==> src/rtl/sm4_arb_pkg.sv <==
// Shared types and constants for the SM4 engine arbiter slice.
package sm4_arb_pkg;

  localparam int STATE_W   = 3;
  localparam int REQ_IDX_W = 1;
  localparam int BLK_W     = 128;

  typedef enum logic [STATE_W-1:0] {
    ST_IDLE     = 3'd0,
    ST_ACCEPT   = 3'd1,
    ST_KEY_LOAD = 3'd2,
    ST_ISSUE    = 3'd3,
    ST_WAIT     = 3'd4,
    ST_RESP     = 3'd5
  } state_e;

endpackage

==> src/rtl/sm4_rr_arbiter.sv <==
// Two-way round-robin grant. The candidate grant is combinational; it is
// committed (and the tie-break pointer flipped) only when 'take' is high.
module sm4_rr_arbiter
  import sm4_arb_pkg::*;
(
  input  logic                 clk,
  input  logic                 rst_n,
  input  logic [1:0]           req,
  input  logic                 take,
  output logic                 any_req,
  output logic [REQ_IDX_W-1:0] grant,
  output logic [REQ_IDX_W-1:0] last_grant
);

  // Index that wins when both requesters are active; 0 after reset.
  logic prio;

  // Candidate grant: a lone requester wins, a tie goes to the pointer.
  always_comb begin
    // NOTE: every combinational output gets a default first so no path can infer a latch.
    grant   = 1'b0;
    any_req = |req;
    if (req == 2'b11) begin
      grant = prio;
    end else if (req[1]) begin
      grant = 1'b1;
    end
  end

  // Commit the grant and hand the tie-break to the other requester.
  always_ff @(posedge clk or negedge rst_n) begin
    if (!rst_n) begin
      last_grant <= 1'b0;
      prio       <= 1'b0;
    end else if (take) begin
      // NOTE: state is updated with non-blocking assignments so every register samples pre-edge values.
      last_grant <= grant;
      prio       <= ~grant;
    end
  end

endmodule

==> src/rtl/sm4_engine_arbiter.sv <==
// Shares one SM4 core between two requesters: round-robin grant, one block
// in flight, key reload only on a key change, timeout on a stalled core.
module sm4_engine_arbiter
  import sm4_arb_pkg::*;
#(
  parameter int KEY_CYCLES = 32,
  parameter int TIMEOUT    = 64,
  parameter int CNT_W      = 16
) (
  input  logic             CLK_i,
  input  logic             RST_N_i,
  input  logic             REQ0_VALID_i,
  output logic             REQ0_READY_o,
  input  logic [BLK_W-1:0] REQ0_MK_i,
  input  logic [BLK_W-1:0] REQ0_DAT_i,
  input  logic             REQ1_VALID_i,
  output logic             REQ1_READY_o,
  input  logic [BLK_W-1:0] REQ1_MK_i,
  input  logic [BLK_W-1:0] REQ1_DAT_i,
  output logic             RSP0_VALID_o,
  output logic             RSP0_ERR_o,
  output logic             RSP1_VALID_o,
  output logic             RSP1_ERR_o,
  output logic [BLK_W-1:0] RSP_DAT_o,
  output logic [BLK_W-1:0] ENG_MK_o,
  output logic             ENG_MK_VALID_o,
  output logic [BLK_W-1:0] ENG_DAT_o,
  output logic             ENG_DAT_VALID_o,
  input  logic [BLK_W-1:0] ENG_DAT_i,
  input  logic             ENG_DAT_READY_i,
  output logic             BUSY_o,
  output logic             GRANT_o
);

  localparam logic [7:0]       KEY_LAST = 8'(KEY_CYCLES - 1);
  localparam logic [CNT_W-1:0] TO_LAST  = CNT_W'(TIMEOUT - 1);

  state_e                 state_q, state_d;
  logic [1:0]             req_vec;
  logic                   any_req, take;
  logic [REQ_IDX_W-1:0]   cand, grant_q;
  logic [BLK_W-1:0]       sel_mk, sel_dat;
  logic [BLK_W-1:0]       mk_lat, dat_lat, loaded_key, rsp_dat_q, eng_mk_q;
  logic                   key_loaded, rsp_err_q, eng_mk_valid_q, eng_dat_valid_q;
  logic [7:0]             key_cnt;
  logic [CNT_W-1:0]       to_cnt;
  logic                   key_miss, key_done, wait_timeout;

  assign req_vec = {REQ1_VALID_i, REQ0_VALID_i};
  assign take    = (state_q == ST_IDLE) && any_req;

  sm4_rr_arbiter u_arb (
    .clk        (CLK_i),
    .rst_n      (RST_N_i),
    .req        (req_vec),
    .take       (take),
    .any_req    (any_req),
    .grant      (cand),
    .last_grant (grant_q)
  );

  // The granted requester's inputs are only meaningful during ACCEPT.
  assign sel_mk       = (grant_q == 1'b1) ? REQ1_MK_i  : REQ0_MK_i;
  assign sel_dat      = (grant_q == 1'b1) ? REQ1_DAT_i : REQ0_DAT_i;
  assign key_miss     = !key_loaded || (sel_mk != loaded_key);
  assign key_done     = (key_cnt == KEY_LAST);
  assign wait_timeout = (to_cnt == TO_LAST);

  // State register.
  always_ff @(posedge CLK_i or negedge RST_N_i) begin
    if (!RST_N_i) state_q <= ST_IDLE;
    else          state_q <= state_d;
  end

  // Next-state logic; a core result beats a timeout in the same WAIT cycle.
  always_comb begin
    state_d = state_q;
    case (state_q)
      ST_IDLE:     if (any_req) state_d = ST_ACCEPT;
      ST_ACCEPT:   state_d = key_miss ? ST_KEY_LOAD : ST_ISSUE;
      ST_KEY_LOAD: if (key_done) state_d = ST_ISSUE;
      ST_ISSUE:    state_d = ST_WAIT;
      ST_WAIT:     if (ENG_DAT_READY_i || wait_timeout) state_d = ST_RESP;
      ST_RESP:     state_d = ST_IDLE;
      default:     state_d = ST_IDLE;
    endcase
  end

  // Handshake outputs decoded from the current state and grant.
  always_comb begin
    REQ0_READY_o = 1'b0;
    REQ1_READY_o = 1'b0;
    RSP0_VALID_o = 1'b0;
    RSP1_VALID_o = 1'b0;
    if (state_q == ST_ACCEPT) begin
      REQ0_READY_o = (grant_q == 1'b0);
      REQ1_READY_o = (grant_q == 1'b1);
    end
    if (state_q == ST_RESP) begin
      RSP0_VALID_o = (grant_q == 1'b0);
      RSP1_VALID_o = (grant_q == 1'b1);
    end
    RSP0_ERR_o = RSP0_VALID_o & rsp_err_q;
    RSP1_ERR_o = RSP1_VALID_o & rsp_err_q;
    BUSY_o     = (state_q != ST_IDLE);
    GRANT_o    = grant_q;
  end

  // Block/key latching, key-expansion and timeout counters, result capture.
  always_ff @(posedge CLK_i or negedge RST_N_i) begin
    if (!RST_N_i) begin
      // NOTE: the 128-bit holding registers are reset too, so every output reads 0 out of reset.
      mk_lat     <= '0;
      dat_lat    <= '0;
      loaded_key <= '0;
      key_loaded <= 1'b0;
      key_cnt    <= '0;
      to_cnt     <= '0;
      rsp_dat_q  <= '0;
      rsp_err_q  <= 1'b0;
    end else begin
      case (state_q)
        ST_ACCEPT: begin
          mk_lat  <= sel_mk;
          dat_lat <= sel_dat;
          key_cnt <= '0;
        end
        ST_KEY_LOAD: begin
          key_cnt <= key_cnt + 8'd1;
          if (key_done) begin
            loaded_key <= mk_lat;
            key_loaded <= 1'b1;
          end
        end
        ST_ISSUE: to_cnt <= '0;
        ST_WAIT: begin
          if (ENG_DAT_READY_i) begin
            rsp_dat_q <= ENG_DAT_i;
            rsp_err_q <= 1'b0;
          end else if (wait_timeout) begin
            // A stalled core may hold a corrupt schedule: force a reload next time.
            rsp_dat_q  <= '0;
            rsp_err_q  <= 1'b1;
            key_loaded <= 1'b0;
          end else begin
            to_cnt <= to_cnt + CNT_W'(1);
          end
        end
        default: ;
      endcase
    end
  end

  // Registered core interface: key valid starts one cycle into KEY_LOAD and
  // lasts KEY_CYCLES cycles before the issue pulse; it then tracks key_loaded.
  always_ff @(posedge CLK_i or negedge RST_N_i) begin
    if (!RST_N_i) begin
      eng_mk_q        <= '0;
      eng_mk_valid_q  <= 1'b0;
      eng_dat_valid_q <= 1'b0;
    end else begin
      eng_mk_q        <= (state_q == ST_KEY_LOAD) ? mk_lat : loaded_key;
      eng_mk_valid_q  <= (state_q == ST_KEY_LOAD) || key_loaded;
      eng_dat_valid_q <= (state_q == ST_ISSUE);
    end
  end

  assign ENG_MK_o        = eng_mk_q;
  assign ENG_MK_VALID_o  = eng_mk_valid_q;
  assign ENG_DAT_o       = dat_lat;
  assign ENG_DAT_VALID_o = eng_dat_valid_q;
  assign RSP_DAT_o       = rsp_dat_q;

endmodule
==> config.mk <==
export PLATFORM = sky130hd
export DESIGN_NAME = sm4_engine_arbiter
export DESIGN_NICKNAME = d
export VERILOG_FILES = /design/src/rtl/sm4_arb_pkg.sv /design/src/rtl/sm4_rr_arbiter.sv /design/src/rtl/sm4_engine_arbiter.sv
export SDC_FILE = /design/constraint.sdc
export NUM_CORES = 1
export LEC_CHECK = 0
export ABC_CLOCK_PERIOD_IN_PS = 4000
export BUFFER_PORTS_ARGS = -buffer_cell sky130_fd_sc_hd__buf_2
export CAP_MARGIN = 20
export CORE_AREA = 2 2 399 401
export CTS_BUF_LIST = sky130_fd_sc_hd__clkbuf_4
export DETAILED_ROUTE_END_ITERATION = 10
export DIE_AREA = 0 0 401 403
export HOLD_SLACK_MARGIN = 0.06
export PLACE_DENSITY = 0.36
export SYNTH_ARGS = -nofsm -noshare
export SYNTH_HDL_FRONTEND = slang
export SYNTH_HIERARCHICAL = 1
export SYNTH_SLANG_ARGS = --single-unit
==> constraint.sdc <==
create_clock -name CLK_i -period 4 [get_ports CLK_i]
set_clock_uncertainty 0.15 [all_clocks]
set_input_delay 0.6 -clock CLK_i [delete_from_list [all_inputs] [get_ports CLK_i]]
set_output_delay 0.6 -clock CLK_i [all_outputs]
set_load 0.005 [all_outputs]
==> metrics.txt, run 1 <==
error msg=[ERROR RSZ-0060] Max buffer count reached.; clock net sink count=673; area after detailed placement=36,500 um2; Routability Congestion=0.877; site row count=146; number of nets in the synthesized netlist=3,209; cells after synthesis=2,562; post-placement cell count=5,586; Mean Syn Cell Area=11.1 um2; Inserted Clock Buffers=203; Final HPWL DP=96.1 mm; floorplan die width=401 um; Starting Density=18.1%; last stage the flow got to=clock tree synthesis (4_1_cts); die boundary height=403 um; total setup buffers inserted after CTS=4; Resize count post-CTS=1; root buffer cell=sky130_fd_sc_hd__clkbuf_4; Hold Buf Count CTS=1,188; clock tree buffer depth=3; H-tree levels=4; quantity of I/O buffers inserted on ports=1,038; netlist area before placement=28,500 um2; Yosys warning count=6; total I/O pin count=1,039; status=did not finish
==> per-stage QoR <==
| stage | setup WS (ps) | hold WS [ps] |
|---|---|---|
| after detailed placement | 230 | 323 |
| after floorplan | 1450 | 154 |
| after global placement | 374 | 320 |
==> inputs of run 2 (changes only) <==
--- a/config.mk
+++ b/config.mk
@@ -8,12 +8,10 @@
 export ABC_CLOCK_PERIOD_IN_PS = 4000
 export BUFFER_PORTS_ARGS = -buffer_cell sky130_fd_sc_hd__buf_2
 export CAP_MARGIN = 20
-export CORE_AREA = 2 2 399 401
-export CTS_BUF_LIST = sky130_fd_sc_hd__clkbuf_4
+export CORE_AREA = 2 2 405 407
 export DETAILED_ROUTE_END_ITERATION = 10
-export DIE_AREA = 0 0 401 403
-export HOLD_SLACK_MARGIN = 0.06
-export PLACE_DENSITY = 0.36
+export DIE_AREA = 0 0 407 409
+export PLACE_DENSITY_LB_ADDON = 0.15
 export SYNTH_ARGS = -nofsm -noshare
 export SYNTH_HDL_FRONTEND = slang
 export SYNTH_HIERARCHICAL = 1
==> metrics.txt, run 2 <==
status=finished, final reports clean; initial antenna violation count=38; power density over the cells=737 nW/um2; site row count=148; Worst Path Arrival=4380 ps; number of global-route vias before repair=24,700; count of fill cells added during filler insertion=17,500; fmax=255 MHz; H-tree levels=3; met2 usage in global routing=24.2%; netlist area before placement=28,500 um2; most frequent cells in the layout=1,038 x sky130_fd_sc_hd__buf_2, 672 x sky130_fd_sc_hd__dfrtp_1, 400 x sky130_fd_sc_hd__nand2_1, 289 x sky130_fd_sc_hd__nor2_1, 265 x sky130_fd_sc_hd__a21oi_1; kind of end point of the critical path=flop; actual transition at the worst max-transition pin=1410 ps; Starting DRT DRC Count=1,310; area of the core region=162,000 um2; routed length per instance=21.4 um; clock tree buffer depth=3; startpoint types=flop; RSZ-0062 raised after global routing=false; busiest layer in global routing=met2; final non-filler cell area=41,000 um2; Final HPWL DP=97.6 mm; cells after synthesis=2,562; area after detailed placement=36,600 um2; Total Routing Usage GR=14.9%; overall routed net length=129 mm; Resize count post-CTS=0; Layout area overhead=43.7%; net total in the final layout=4,398; number of endpoints failing setup at the final stage=0; fraction of the cycle the final worst path needs=97.9%; Mean Syn Cell Area=11.1 um2; number of slew-limit violations in the final report=0; pin count of the biggest net entering global routing=136; IR Drop Worst-Case VDD=0.000344 V; global routing usage on met1=18.6%; Worst-path clk slew=60 ps; quantity of I/O buffers inserted on ports=1,038; leakage power=19.3 nW; Setup Total Neg Slack=0 ps; class of the most critical hold timing path=primary input to flop; largest delay contributor family on the critical path=simple AND/OR/NAND/NOR gates; clock net sink count=673; Routability Congestion=0.817; Final Worst Setup Slack=84.7 ps; number of design rule violations left after detail routing=0; fraction of final layout cells with drive strength greater than 1=36.3%; total I/O pin count=1,039; Worst Path Buf+Inv=1; floorplan die width=407 um; root buffer cell=sky130_fd_sc_hd__clkbuf_16; Setup CP Type=flop to flop; worst-skew pair later-pin latency=690 ps; Critical Path RT=4460 ps; max-slew headroom at the worst pin=5.19%; area of the die=166,000 um2; post-layout min period=3920 ps; critical path's slowest cell=sky130_fd_sc_hd__nor4_1; Inserted Clock Buffers=84; detailed-router iteration count before antenna repair=5; antenna-violating nets left=0; number of nets in the synthesized netlist=3,209; met3 capacity usage during global routing=3.94%; first-pass GRT wire length=178 mm; total number of vias=24,000; largest fanout on the critical path=20; Yosys warning count=6; total of max-cap violations=0; most common cell after layout, fill and taps aside=sky130_fd_sc_hd__buf_2; die boundary height=409 um; cells along the critical path=buf_4 > mux2i_1 > xnor2_1 > nor4_1 > nand4_1 > nor4_1 > nand4_1 > a21oi_1; Starting Density=17.6%; slowest stage delay, CP=1180 ps; clock tree from TritonCTS=yes; average via count per standard cell=4.01; share of the core filled with cells in the final layout=25.3%; hold violation total from the final report=0; GRT overflow=0; Worst Setup Slack post-DPL=185 ps
run 2: through the flow:
| stage | total power, W | instances | hold WS [ps] |
|---|---|---|---|
| finish | 0.0302 | 5998 | 78.3 |
| global route | 0.0323 | 5996 | 25.8 |
| CTS | 0.0309 | 5993 | 0.0623 |
| detailed placement | 0.0226 | 5683 | 326 |
| global placement | 0.0226 | 5682 | 323 |
| floorplan | 0.0166 | 2562 | 154 |
run 2: worst paths after layout:
check                            startpoint             to  slack, ps  depth (start not counted)
max reg2reg                u_arb/last_grant     state_q[0]         80                          8
max                        u_arb/last_grant     state_q[0]         80                          8
min in group asynchronous           RST_N_i   ENG_MK_o[19]        350                          2
min reg2reg                      key_cnt[7]     key_cnt[7]        330                          1
max in group asynchronous           RST_N_i     to_cnt[12]       2080                          3
min                          REQ0_DAT_i[80]  ENG_DAT_o[80]         80                          3
run 2: cell type report:
type | count | area [um2] | area share, %
Timing Repair Buffer | 1266 | 7540 | 18.4
Inverter | 6 | 25.0 | 0.0610
Clock inverter | 25 | 287 | 0.699
Tap cell | 2175 | 2720 | 6.64
Clock buffer | 129 | 2550 | 6.23
Multi-Input combinational cell | 1720 | 11000 | 26.9
Antenna cell | 4 | 10.0 | 0.0244
Sequential cell | 673 | 16800 | 41.1
run 2: worst reg2reg max path: cells and delay by family, from the launching register on:
family	cells	cell delay [ps]
simple gates	4	1880
flops	1	640
buf+inv	1	480
mux	1	340
xor+xnor	1	190
compound gates	1	180
run 2: routing by layer:
metal | vias up | share of wire [%]
li1 | 11200 | -
met1 | 11800 | 42
met2 | 813 | 47
met3 | 209 | 7.0
met4 | 24 | 3.7
met5 | - | 0.11
run 2: what timing repair did:
item                      CTS  global route
hold buffers              156             0
hold endpoints to repair  189             0
buffers inserted            0             0
run 2: where the power goes:
part           total (W)  internal (W)  switching [W]
clock            0.00781       0.00455        0.00325
sequential        0.0112       0.00950        0.00174
combinational     0.0112       0.00459        0.00657
No activity file was read; power rests on OpenSTA's default activity.
